===== config.mk =====
export PLATFORM = sky130hd
export DESIGN_NAME = issue_stage
export DESIGN_NICKNAME = d
export VERILOG_FILES = /design/src/rtl/issue_stage_pkg.sv /design/src/rtl/issue_stage.sv
export SDC_FILE = /design/constraint.sdc
export NUM_CORES = 1
export LEC_CHECK = 0
export ABC_AREA = 0
export CORE_MARGIN = 2
export CORE_UTILIZATION = 30
export CTS_BUF_LIST = sky130_fd_sc_hd__clkbuf_8
export CTS_CLUSTER_DIAMETER = 80
export CTS_CLUSTER_SIZE = 10
export DETAILED_ROUTE_END_ITERATION = 6
export PLACE_DENSITY_LB_ADDON = 0.3
export SLEW_MARGIN = 20
export SYNTH_ARGS = -nofsm -noshare
export SYNTH_HDL_FRONTEND = slang
export SYNTH_SLANG_ARGS = --single-unit

===== constraint.sdc =====
create_clock -name clk -period 2.3 [get_ports clk]
set_input_delay 0.46 -clock clk [delete_from_list [all_inputs] [get_ports clk]]
set_output_delay 0.46 -clock clk [all_outputs]
set_load 0.02 [all_outputs]

===== src/rtl/issue_stage_pkg.sv =====
// register_file_params: shared widths and the issue FSM state type.
//   REGISTER_DESCRIPTOR_WIDTH - width of a register descriptor (register index)
//   OPERAND_WIDTH             - width of a register value
//   REGISTER_SIZE             - number of architectural registers
//   OPCODE_WIDTH              - width of an operation code
// Register 0 is the hard-wired zero register: it reads as 0 and is never
// reserved.
package register_file_params;

  localparam int REGISTER_DESCRIPTOR_WIDTH = 4;
  localparam int OPERAND_WIDTH             = 16;
  localparam int REGISTER_SIZE             = 1 << REGISTER_DESCRIPTOR_WIDTH;
  localparam int OPCODE_WIDTH              = 4;

  typedef enum logic [1:0] {
    IDLE       = 2'd0,
    READ       = 2'd1,
    DEST_CHECK = 2'd2,
    ISSUE      = 2'd3
  } issue_state_t;

endpackage


===== src/rtl/issue_stage.sv =====
// issue_stage: single-slot in-order issue stage with scoreboard interlock.
//
// An accepted instruction reads both source registers, waiting while the
// register file reports one of them reserved (RAW). If it writes a non-zero
// destination, the stage then waits until that destination is free (WAW).
// After that it offers the instruction to the execution unit. On the
// handshake, the destination is reserved through the shared register-file
// write port. Execution-unit write-backs pass straight through to the same
// port with zero latency. A write-back always takes priority over a
// reservation.
//
// Ports
//   clk, rst                      clock, asynchronous active-high reset
//   instr_valid_input / instr_ready_output
//                                 decoded instruction handshake
//   opcode_input, src0_input, src1_input, dest_input, dest_write_input
//                                 decoded instruction fields
//   register_operand{0,1}_output  register-file read descriptors
//   register_operand{0,1}_input   register-file read data
//   reserved_input                a read descriptor is currently reserved
//   write_reserve_output, write_back_output,
//   write_back_register_output, result_output
//                                 shared register-file write port
//   wb_valid_input, wb_register_input, wb_result_input
//                                 execution-unit write-back (cannot stall)
//   issue_valid_output / issue_ready_input, issue_*_output
//                                 instruction to the execution unit
//
// State | meaning
// IDLE       | ready for a new instruction
// READ       | sources on read ports, wait for them to be unreserved
// DEST_CHECK | destination on read ports, wait for it to be unreserved
// ISSUE      | offering the instruction to the execution unit
module issue_stage
  import register_file_params::*;
(
  input  logic                                 clk,
  input  logic                                 rst,
  input  logic                                 instr_valid_input,
  output logic                                 instr_ready_output,
  input  logic [OPCODE_WIDTH-1:0]              opcode_input,
  input  logic [REGISTER_DESCRIPTOR_WIDTH-1:0] src0_input,
  input  logic [REGISTER_DESCRIPTOR_WIDTH-1:0] src1_input,
  input  logic [REGISTER_DESCRIPTOR_WIDTH-1:0] dest_input,
  input  logic                                 dest_write_input,
  output logic [REGISTER_DESCRIPTOR_WIDTH-1:0] register_operand0_output,
  output logic [REGISTER_DESCRIPTOR_WIDTH-1:0] register_operand1_output,
  input  logic [OPERAND_WIDTH-1:0]             register_operand0_input,
  input  logic [OPERAND_WIDTH-1:0]             register_operand1_input,
  input  logic                                 reserved_input,
  output logic                                 write_reserve_output,
  output logic                                 write_back_output,
  output logic [REGISTER_DESCRIPTOR_WIDTH-1:0] write_back_register_output,
  output logic [OPERAND_WIDTH-1:0]             result_output,
  input  logic                                 wb_valid_input,
  input  logic [REGISTER_DESCRIPTOR_WIDTH-1:0] wb_register_input,
  input  logic [OPERAND_WIDTH-1:0]             wb_result_input,
  output logic                                 issue_valid_output,
  input  logic                                 issue_ready_input,
  output logic [OPCODE_WIDTH-1:0]              issue_opcode_output,
  output logic [OPERAND_WIDTH-1:0]             issue_operand0_output,
  output logic [OPERAND_WIDTH-1:0]             issue_operand1_output,
  output logic [REGISTER_DESCRIPTOR_WIDTH-1:0] issue_dest_output
);

  issue_state_t                         state, state_next;
  logic [OPCODE_WIDTH-1:0]              lat_opcode;
  logic [REGISTER_DESCRIPTOR_WIDTH-1:0] lat_src0, lat_src1, lat_dest;
  logic                                 lat_dest_write;
  logic [OPERAND_WIDTH-1:0]             operand0, operand1;
  logic                                 needs_reserve;

  assign needs_reserve = lat_dest_write && (lat_dest != '0);

  always_ff @(posedge clk or posedge rst) begin
    if (rst) begin
      state          <= IDLE;
      lat_opcode     <= '0;
      lat_src0       <= '0;
      lat_src1       <= '0;
      lat_dest       <= '0;
      lat_dest_write <= 1'b0;
      operand0       <= '0;
      operand1       <= '0;
    end else begin
      state <= state_next;
      if (state == IDLE && instr_valid_input) begin
        lat_opcode     <= opcode_input;
        lat_src0       <= src0_input;
        lat_src1       <= src1_input;
        lat_dest       <= dest_input;
        lat_dest_write <= dest_write_input;
      end
      if (state == READ && !reserved_input) begin
        operand0 <= (lat_src0 == '0) ? '0 : register_operand0_input;
        operand1 <= (lat_src1 == '0) ? '0 : register_operand1_input;
      end
    end
  end

  always_comb begin
    state_next               = state;
    register_operand0_output = lat_src0;
    register_operand1_output = lat_src1;
    issue_valid_output       = 1'b0;
    write_reserve_output     = 1'b0;
    case (state)
      IDLE: begin
        if (instr_valid_input) state_next = READ;
      end
      READ: begin
        if (!reserved_input) state_next = needs_reserve ? DEST_CHECK : ISSUE;
      end
      DEST_CHECK: begin
        register_operand0_output = lat_dest;
        register_operand1_output = lat_dest;
        if (!reserved_input) state_next = ISSUE;
      end
      ISSUE: begin
        // A reservation needs the shared write port, so hold off the issue
        // while a write-back is using that port.
        issue_valid_output = !(needs_reserve && wb_valid_input);
        if (issue_valid_output && issue_ready_input) begin
          write_reserve_output = needs_reserve;
          state_next           = IDLE;
        end
      end
      default: state_next = IDLE;
    endcase
  end

  assign instr_ready_output         = (state == IDLE);
  assign write_back_output          = wb_valid_input;
  assign result_output              = wb_result_input;
  assign write_back_register_output = wb_valid_input ? wb_register_input : lat_dest;

  assign issue_opcode_output   = lat_opcode;
  assign issue_operand0_output = operand0;
  assign issue_operand1_output = operand1;
  assign issue_dest_output     = lat_dest;

endmodule


==> results.md, run 1 <==
- CP max stage delay: about 420 ps
- CP max stage cell: dfrtp_1
- CP Depth: 4
- Wire length of the first global-routing pass: 9239 um
- Post-Synth Adder-Cell Area: roughly 2.7%
- Fmax: 0.4566 GHz
- Worst slew pin tran: between 500 and 600 ps
- Commonest non-fill, non-tap cell in the layout: clkdlybuf4s50_1
- Post-synthesis cell type count: 22
- ANT cells: 0
- Reg2reg start: state[0]$_DFFE_PP0P_
- Worst R2R Path Depth: 6
- Synth Area in XOR/XNOR: 0%
- Yosys synthesis warning count: 0
- Flop pwr share: 32.8%
- Critical Path Start: issue_dest_output[1]$_DFFE_PP0P_
- Antenna violations before repair: 0
- Largest net degree at the start of global routing: 29
- CORE AREA: 0.007370 mm2
- Max-slew violations: 0
- Die height: a little over 90 um
- CP Cell Sequence: nor4_4 -> o21a_1 -> and4b_1 -> dlygate4sd2_1
- Worst setup EP type: output port
- Sw frac: 39.62%
- DRT iter0 DRCs: 52
- Critical setup path kind: flip-flop to output port
- Starting Density: 31.32%
- Routed WL: around 5600 um
- Seq/Total Area, Yosys: 55.28%
- Vias per cell: 4.587
- Critical Path RT: 1840 ps
- Rows: 31
- Hold Crit Class: flip-flop to flip-flop
- Worst Path Max Fanout: 2
- Final core occ: just under 50%
- Num CTS Buffers: 5
- Final period util: 95.22%
- Final #Nets: 363
- Synth Area in Compound Gates: 19.02%
- Root buffer cell: clkbuf_8
- Congestion Overflow GR: 0
- Most frequent cells in the layout: clkdlybuf4s50_1, dfrtp_1, a22o_1, mux2_2, dlygate4sd2_1
- Die width: roughly 90 um
- Status: completed
- Fin. Hold Viols: 0
- Sw power: ~1.9 mW
- Register bit total from synthesis: 51
- Clk pwr share: 11.2%
- WP data arrival: 1730 ps
- Power, Total: 4.885 mW
- Syn nets: 256
- Antenna Nets Post-Route: 0
- Hold path startpoint: lat_src0[3]$_DFFE_PP0P_
- Max Cap Viol: 0
- H-tree depth: 2
- CP delay by family, top: simple AND/OR/NAND/NOR gates
- Vias: around 1800
- TritonCTS clock tree: yes
- P&R area growth vs syn: 55.12%
- CP startpoint kind: flip-flop
- CP bufs+invs: 1
- Mux share of post-synthesis cell area: 10.73%
- Layout Skew: 13.89 ps
- Power Internal: 2.950 mW
- Slew HR: 61.23%
- Synthesized instance count: 176
- RSZ-0062 raised after global routing: no
- PD cells: 1364 mW/mm2
- DP Wirelength: 4201 um
- Worst hold stages: 1
- Combinational Power Share: 56.1%
- Reg2reg setup slack: 550 ps
- Leak Pwr: 1.561 nW
- DIE AREA: 0.008413 mm2
- Avg Synthesized Cell Area: 13.12 um2
- Main combinational cell family by area after synthesis: compound AO/OA/AOI/OAI gates
- Setup TNS: 0 ps
- Peak VDD IR: ~0.00067 V
- CTS sink cnt: 51
- Vias in the first global route: 1864
- Clock transition at the registers of the reported paths: around 100 ps
- Port-buffer cells: 114
- Layout cell share with drive strength beyond 1: roughly 17%
- Final Wtd Congestion: 0.7622
- GRT Total Usage: 13.81%
- Simple-gate share of the synthesized area: 3.035%
- Minimum clock period: 2190 ps
- Router iterations before antenna repair: 4
- Max Buffers Root-to-Sink: 2
- Clk_lat worst skew: about 310 ps
- Mean routed wirelength per cell: 14.73 um
- Synth Cell Area: 0.002308 mm2
- Final setup fails: 0
- DR DRC count: 0
- IO Count: 147
## power by group through the flow
stage | logic, mW | registers [mW] | clock network (mW)
5_1_grt | 2.95 | 1.66 | 0.608
3_3_place_gp | 2.85 | 1.61 | 0
4_1_cts | 2.78 | 1.60 | 0.566
2_1_floorplan | 1.20 | 1.97 | 0
6_report | 2.74 | 1.60 | 0.545
3_5_place_dp | 2.89 | 1.60 | 0
## path summary, 6_finish.rpt
path	to
setup / recovery	write_reserve_output
hold / removal	lat_src0[3]$_DFFE_PP0P_
setup reg to reg	state[1]$_DFFE_PP0P_
hold reg to reg	lat_src0[3]$_DFFE_PP0P_
max in group asynchronous	state[0]$_DFFE_PP0P_
min in group asynchronous	issue_operand1_output[0]$_DFFE_PP0P_
## cell families after synthesis
group                      after synthesis
AOI/OAI and AO/OA                       50
adders and majority gates                5
buffers and inverters                   37
DFF                                     51
and+or+nand+nor                         11
muxes                                   22
## sequential cells by signal, summed over array words and instances, names as in the netlist
signal                 cells
issue_operand0_output     16
issue_operand1_output     16
issue_dest_output          4
issue_opcode_output        4
lat_src0                   4
lat_src1                   4
state                      2
lat_dest_write             1
## metal layers
layer | global-route usage, % | up-vias | part of all wire (%)
li1 | - | 824 | -
met4 | 3.980 | 0 | 1.5
met1 | 19.30 | 829 | 46
met2 | 20.40 | 92 | 44
met3 | 4.601 | 12 | 8.4
met5 | 0 | - | 0
## through the flow
| step | setup slack (ps) | std cells | instance area (um2) | hold WS (ps) |
|---|---|---|---|---|
| 6_report | 110.0 | 383 | 3581 | 512.9 |
| 3_5_place_dp | -93.56 | 375 | 3501 | 493.6 |
| 4_1_cts | 80.32 | 383 | 3581 | 517.3 |
| 2_1_floorplan | 373.1 | 176 | 2308 | 479.4 |
| 5_1_grt | 9.317 | 383 | 3581 | 533.3 |
| 3_3_place_gp | -91.18 | 375 | 3501 | 486.1 |
## worst reg2reg max path: cells and delay by family, from the launching register on
kind,cells,cell delay [ps]
fa+ha+maj,1,250
compound gates,3,560
mux,1,340
buf+inv,1,80
flops,1,410
## Yosys cell counts
master | count | area share (%)
a211oi_2 | 1 | 0.54
a41oi_4 | 2 | 2.4
nand2b_1 | 2 | 0.54
nor2_1 | 1 | 0.16
mux2_2 | 21 | 10
nor4_4 | 1 | 0.92
dfrtp_1 | 51 | 55
ha_1 | 5 | 2.7
buf_4 | 19 | 6.2
buf_2 | 2 | 0.43
a211oi_1 | 1 | 0.33
clkbuf_1 | 4 | 0.65
a2bb2oi_1 | 1 | 0.38
a21oi_2 | 1 | 0.38
mux2_1 | 1 | 0.49
and4b_1 | 1 | 0.43
nand2_1 | 6 | 0.98
inv_1 | 12 | 2.0
a22o_1 | 32 | 12
o21a_1 | 1 | 0.33
o21ai_0 | 10 | 2.2
o21ai_2 | 1 | 0.38
## area by class of cell
| cell class | instances | area, um2 |
|---|---|---|
| fillers | 694 | 3789 |
| flip-flops and latches | 51 | 1276 |
| repair buffers | 125 | 1219 |
| multi-input cells | 88 | 822.0 |
| well taps | 99 | 123.9 |
| clock buffers | 6 | 82.58 |
| inverters | 12 | 45.04 |
| clock inverters | 2 | 12.51 |
## what timing repair did
| action | 4_1_cts | 5_1_grt |
|---|---|---|
| resized for setup | 15 | 0 |
| setup endpoints to repair | 14 | 0 |
| setup buffers | 0 | 0 |
| hold buffers | 0 | 0 |
Power figures use the tool's default switching activity.
==> run 2, diff against run 1 <==
Settings changed: CAP_MARGIN from default to 30.
==> results of run 2 <==
Final layout, timing and power as in run 1 (identical DEF).
